$ cat config.mk
export PLATFORM = sky130hd
export DESIGN_NAME = axis_mag_avg
export DESIGN_NICKNAME = d
export VERILOG_FILES = /design/src/rtl/axis_mag_avg.sv
export SDC_FILE = /design/constraint.sdc
export NUM_CORES = 1
export LEC_CHECK = 0
export BUFFER_PORTS_ARGS = -buffer_cell sky130_fd_sc_hd__clkbuf_2
export CAP_MARGIN = 20
export CORE_ASPECT_RATIO = 1.75
export CORE_MARGIN = 1
export CORE_UTILIZATION = 64
export CTS_CLUSTER_SIZE = 12
export DETAILED_ROUTE_END_ITERATION = 10
export PLACE_DENSITY = 0.91
export SYNTH_ARGS = -nofsm -noshare
export SYNTH_HDL_FRONTEND = slang
export SYNTH_SLANG_ARGS = --single-unit
$ cat constraint.sdc
create_clock -name CLK -period 7.3 [get_ports CLK]
set_clock_uncertainty 0.2 [all_clocks]
set_input_delay 0.73 -clock CLK [delete_from_list [all_inputs] [get_ports CLK]]
set_output_delay 0.73 -clock CLK [all_outputs]
set_load 0.02 [all_outputs]
$ cat src/rtl/axis_mag_avg.sv
// Per-channel windowed average of a packed two's complement sample stream,
// emitted as saturating sign-magnitude or two's complement after two stages.
module axis_mag_avg #(
    parameter int WIDTH    = 10,
    parameter int NCH      = 3,
    parameter int AVG_LOG2 = 2
) (
    input  logic                   CLK,
    input  logic                   RST_N,
    input  logic                   IN_VALID,
    input  logic [NCH*WIDTH-1:0]   IN_DATA,
    input  logic                   CLR,
    input  logic                   MODE,
    output logic                   OUT_VALID,
    output logic [NCH*WIDTH-1:0]   OUT_DATA,
    output logic [NCH-1:0]         OUT_OVF
);
    localparam int AW = WIDTH + AVG_LOG2;
    localparam int CW = (AVG_LOG2 > 0) ? AVG_LOG2 : 1;
    localparam logic [CW-1:0]    LAST     = CW'((1 << AVG_LOG2) - 1);
    localparam logic [WIDTH-1:0] MOST_NEG = {1'b1, {(WIDTH-1){1'b0}}};

    logic [CW-1:0]          cnt;
    logic                   win_last;
    logic                   s1_valid;
    logic                   fire;
    logic signed [AW-1:0]   acc      [NCH];
    logic signed [AW-1:0]   sum      [NCH];
    logic [WIDTH-1:0]       avg_next [NCH];
    logic [WIDTH-1:0]       avg      [NCH];
    logic [WIDTH-1:0]       neg      [NCH];
    logic [NCH*WIDTH-1:0]   enc_data;
    logic [NCH-1:0]         enc_ovf;

    assign win_last = (cnt == LAST);
    // CLR cancels a result waiting in stage 1, so stage 2 never fires alongside it
    assign fire = s1_valid && !CLR;

    always_comb begin
        for (int unsigned c = 0; c < NCH; c++) begin
            sum[c] = AW'($signed(IN_DATA[c*WIDTH +: WIDTH]));
            if (cnt != '0) begin
                sum[c] = acc[c] + sum[c];
            end
            avg_next[c] = WIDTH'(sum[c] >>> AVG_LOG2);
        end
    end

    always_ff @(posedge CLK or negedge RST_N) begin
        if (!RST_N) begin
            cnt      <= '0;
            s1_valid <= 1'b0;
            for (int unsigned c = 0; c < NCH; c++) begin
                acc[c] <= '0;
                avg[c] <= '0;
            end
        end else begin
            s1_valid <= 1'b0;
            if (CLR) begin
                cnt <= '0;
                for (int unsigned c = 0; c < NCH; c++) begin
                    acc[c] <= '0;
                end
            end else if (IN_VALID) begin
                for (int unsigned c = 0; c < NCH; c++) begin
                    acc[c] <= sum[c];
                end
                cnt <= win_last ? '0 : cnt + CW'(1);
                if (win_last) begin
                    s1_valid <= 1'b1;
                    for (int unsigned c = 0; c < NCH; c++) begin
                        avg[c] <= avg_next[c];
                    end
                end
            end
        end
    end

    // Negative non-extreme averages have |a| < 2^(WIDTH-1), so OR-ing in the sign bit is exact
    always_comb begin
        enc_data = '0;
        enc_ovf  = '0;
        for (int unsigned c = 0; c < NCH; c++) begin
            neg[c] = '0 - avg[c];
            enc_data[c*WIDTH +: WIDTH] = avg[c];
            if (!MODE && avg[c][WIDTH-1]) begin
                if (avg[c] == MOST_NEG) begin
                    enc_data[c*WIDTH +: WIDTH] = '1;
                    enc_ovf[c] = 1'b1;
                end else begin
                    enc_data[c*WIDTH +: WIDTH] = MOST_NEG | neg[c];
                end
            end
        end
    end

    always_ff @(posedge CLK or negedge RST_N) begin
        if (!RST_N) begin
            OUT_VALID <= 1'b0;
            OUT_DATA  <= '0;
            OUT_OVF   <= '0;
        end else begin
            OUT_VALID <= fire;
            if (fire) begin
                OUT_DATA <= enc_data;
                OUT_OVF  <= enc_ovf;
            end
        end
    end

endmodule

==> summary.txt <==
Drt
  – Initial DRC Count: 267
  – Drt pass-1 iters: 5
  – Vias: 5466
  – DR WL/cell: 15.9 um
  – Final wirelength: 14.0 mm
  – DRC: 0
  – Via-to-Cell Ratio: 6.20
  – Remaining antenna violation count: 0

GRT
  – GRT Resource Usage Total: 29.3%
  – Routing usage on met3: 3.31%
  – Gr ovfl total: 0
  – GR met2 Demand/Resource: 52.5%
  – Met1 usage: 34.3%
  – Initial antenna violation count: 0
  – Largest net degree at the start of global routing: 80
  – Number of global-route vias before repair: 5295
  – GRT busiest layer: met2
  – First-pass GRT wire length: 23.9 mm

Outcome
  – Status: complete, no violations

Setup path
  – CP Cell Sequence: clkbuf_2, or2_2, inv_1, and4_2, a311oi_1, nand2_1
  – CP Data Arrival Time: 3.31 ns
  – Slowest-stage cell, CP: or2_2
  – Crit end category: flip-flop
  – Required time worst endpoint: 7.32 ns
  – Critical Path Source Type: primary input
  – Critical setup path kind: primary input to flip-flop
  – Slowest cell delay on critical path: 0.82 ns
  – CP max FO: 59

Floorplan
  – Initial core utilization: 65.8%
  – Die width: 76.6 um
  – Row count: 47
  – Top Ports: 69
  – Die area: 0.0101 mm2
  – Core Area: 0.00947 mm2
  – Die height: 132 um

Timing
  – Final worst-path cycle share: 45.1%
  – Final hold violation count: 0
  – Slew @ Worst Pin: 0.947 ns
  – Maximum clock rate: 304 MHz
  – RSZ-0062 raised after global routing: no
  – Min Clock Period, post-route: 3.29 ns
  – Slew headroom: 36.9%
  – Fin. max-slew vios: 0
  – Final Setup Violations: 0
  – TNS Setup: 0 ns

Power
  – Pwr Total: 1.69 mW
  – VDD IR-drop max: 143 uV
  – Pwr Density: 245 mW/mm2
  – Lkg Pwr: 3.31 nW

Yosys
  – Seq/Total Area, Yosys: 41.4%
  – Number of flops mapped to enable cells by yosys: 0
  – Post-synth ARST share: 100%
  – Number of synthesized register bits: 103
  – Post-Syn Area: 0.00623 mm2
  – Netlist cell types: 51
  – Mapped Cells: 707
  – Yosys warning total: 0
  – Most used DFF post-synth: dfrtp_1
  – Net count after synthesis: 783
  – Syn Area/Cell: 8.81 um2

Clock network
  – Clock latency on the worst-skew pair: 0.35 ns
  – Post-CTS setup buffer count: 0
  – PostCTS Resize Cnt: 0
  – Hold buffer count at cts: 0
  – Clock Sinks: 103
  – H-tree depth: 3
  – CTS tree: yes
  – Num CTS Buffers: 9
  – Clock-pin slew on the worst setup and hold paths: 0.08 ns
  – Worst-case clock buffer depth: 2
  – Root Buffer Master: clkbuf_16

Job
  – Max Cap Viol: 0

Cells and area
  – Final instance area: 0.00691 mm2
  – FF+latch area: 0.00258 mm2
  – Share of cells above drive strength 1: 13.4%
  – Diode count: 0
  – Final #Nets: 831
  – Multi-input logic area: 0.00346 mm2
  – Fillers: 694
  – Area growth syn-to-layout: 10.9%

Placed design
  – DP Wirelength: 10.0 mm
  – Port Buffer Count: 68
  – DP Area: 0.00662 mm2
  – RePlAce Congestion: 0.967

Min path
  – Min-delay worst type: primary input to asynchronous set/reset pin
## worst max-delay path: cells and delay by family
kind	cells	cell delay (ns)
AOI/OAI and AO/OA	1	0.29
buffers and inverters	2	1.01
and+or+nand+nor	3	1.26
## cell families after synthesis
family / count (synthesis) / synth area share, %
AND/OR/NAND/NOR: 250 / 18.0
AO/OA/AOI/OAI: 211 / 21.4
flip-flops: 103 / 41.4
buffers and inverters: 50 / 3.01
adder cells (fa/ha/maj): 41 / 8.60
XOR/XNOR: 36 / 5.06
multiplexers: 16 / 2.57
## synth_stat cells, types with 2 or more instances
library cell,number,area [um2]
a211o_1,3,26.3
a211oi_1,38,285
a21o_1,8,60.1
a21o_2,2,17.5
a21oi_1,61,305
a311oi_1,3,26.3
a31oi_1,6,37.5
and3_1,3,18.8
buf_1,6,22.5
clkbuf_1,28,105
dfrtp_1,103,2580
fa_1,3,60.1
ha_1,38,475
inv_1,15,56.3
mux2i_1,16,160
nand2_1,81,304
nand2b_1,13,81.3
nand3_1,13,65.1
nor2_1,95,357
nor2b_1,10,62.6
nor3_1,12,60.1
nor3b_1,3,22.5
nor4_1,2,12.5
nor4b_1,2,17.5
o211ai_1,2,15.0
o21a_1,6,45.0
o21ai_0,60,300
o21bai_1,4,30.0
o31ai_1,8,60.1
or3_1,6,37.5
or4_1,3,22.5
xnor2_1,19,166
xor2_1,17,149
## through the flow
| step | hold slack [ns] | instances | utilization, % | worst slack (ns) |
|---|---|---|---|---|
| after floorplan | 0.234 | 707 | - | 4.31 |
| final | 0.0705 | 882 | 72.9 | 4.01 |
| after detailed placement | 0.262 | 866 | 69.9 | 3.69 |
| after CTS | 0.0769 | 882 | 72.9 | 4.06 |
| after global routing | 0.0964 | 882 | 72.9 | 3.78 |
| after global placement | 0.262 | 866 | 69.9 | 3.81 |
## where the power goes
group | switching, mW | internal (mW) | leakage, nW | total (mW)
clock network | 0.226 | 0.239 | 0.144 | 0.464
logic | 0.307 | 0.198 | 1.79 | 0.505
registers | 0.0702 | 0.650 | 1.37 | 0.720
## placed cells by master, fill, tap and decap left out, types with 16 or more instances in the layout
cell type	instances
ha_1	37
clkbuf_2	67
o21ai_0	60
xor2_1	17
mux2i_1	16
nor2_1	95
nand2_1	81
dfrtp_1	103
a211oi_1	38
xnor2_1	19
a21oi_1	61
## routing by layer
metal,share of wire (%),vias up
li1,-,2601
met1,39,2620
met2,53,203
met3,4.6,42
met4,3.2,0
met5,0,-
## area by class of cell
| cell class | count | area share, % |
|---|---|---|
| Multi-Input combinational cell | 554 | 50.1 |
| Sequential cell | 103 | 37.3 |
| Inverter | 16 | 0.870 |
| Clock buffer | 9 | 3.26 |
| Tap cell | 122 | 2.21 |
| Timing Repair Buffer | 71 | 5.29 |
| Clock inverter | 7 | 0.906 |
## flip-flops by register name, summed over array words and instances (netlist names)
signal and cells:
OUT_OVF 3, acc 36, avg 30, OUT_DATA 30, OUT_VALID 1, cnt 2, s1_valid 1
## path summary, 6_finish.rpt
| kind | start | end | slack [ns] | cells after the start |
|---|---|---|---|---|
| max | CLR | avg[9] | 4.01 | 6 |
| min | RST_N | acc[24] | 0.07 | 1 |
| max reg2reg | acc[0] | acc[10] | 4.39 | 9 |
| min reg2reg | OUT_DATA[19] | OUT_DATA[19] | 0.28 | 2 |
| max in group asynchronous | RST_N | avg[9] | 5.57 | 2 |
| min in group CLK | OUT_DATA[19] | OUT_DATA[19] | 0.28 | 2 |
Note: power is estimated with default switching activity, not from simulation.
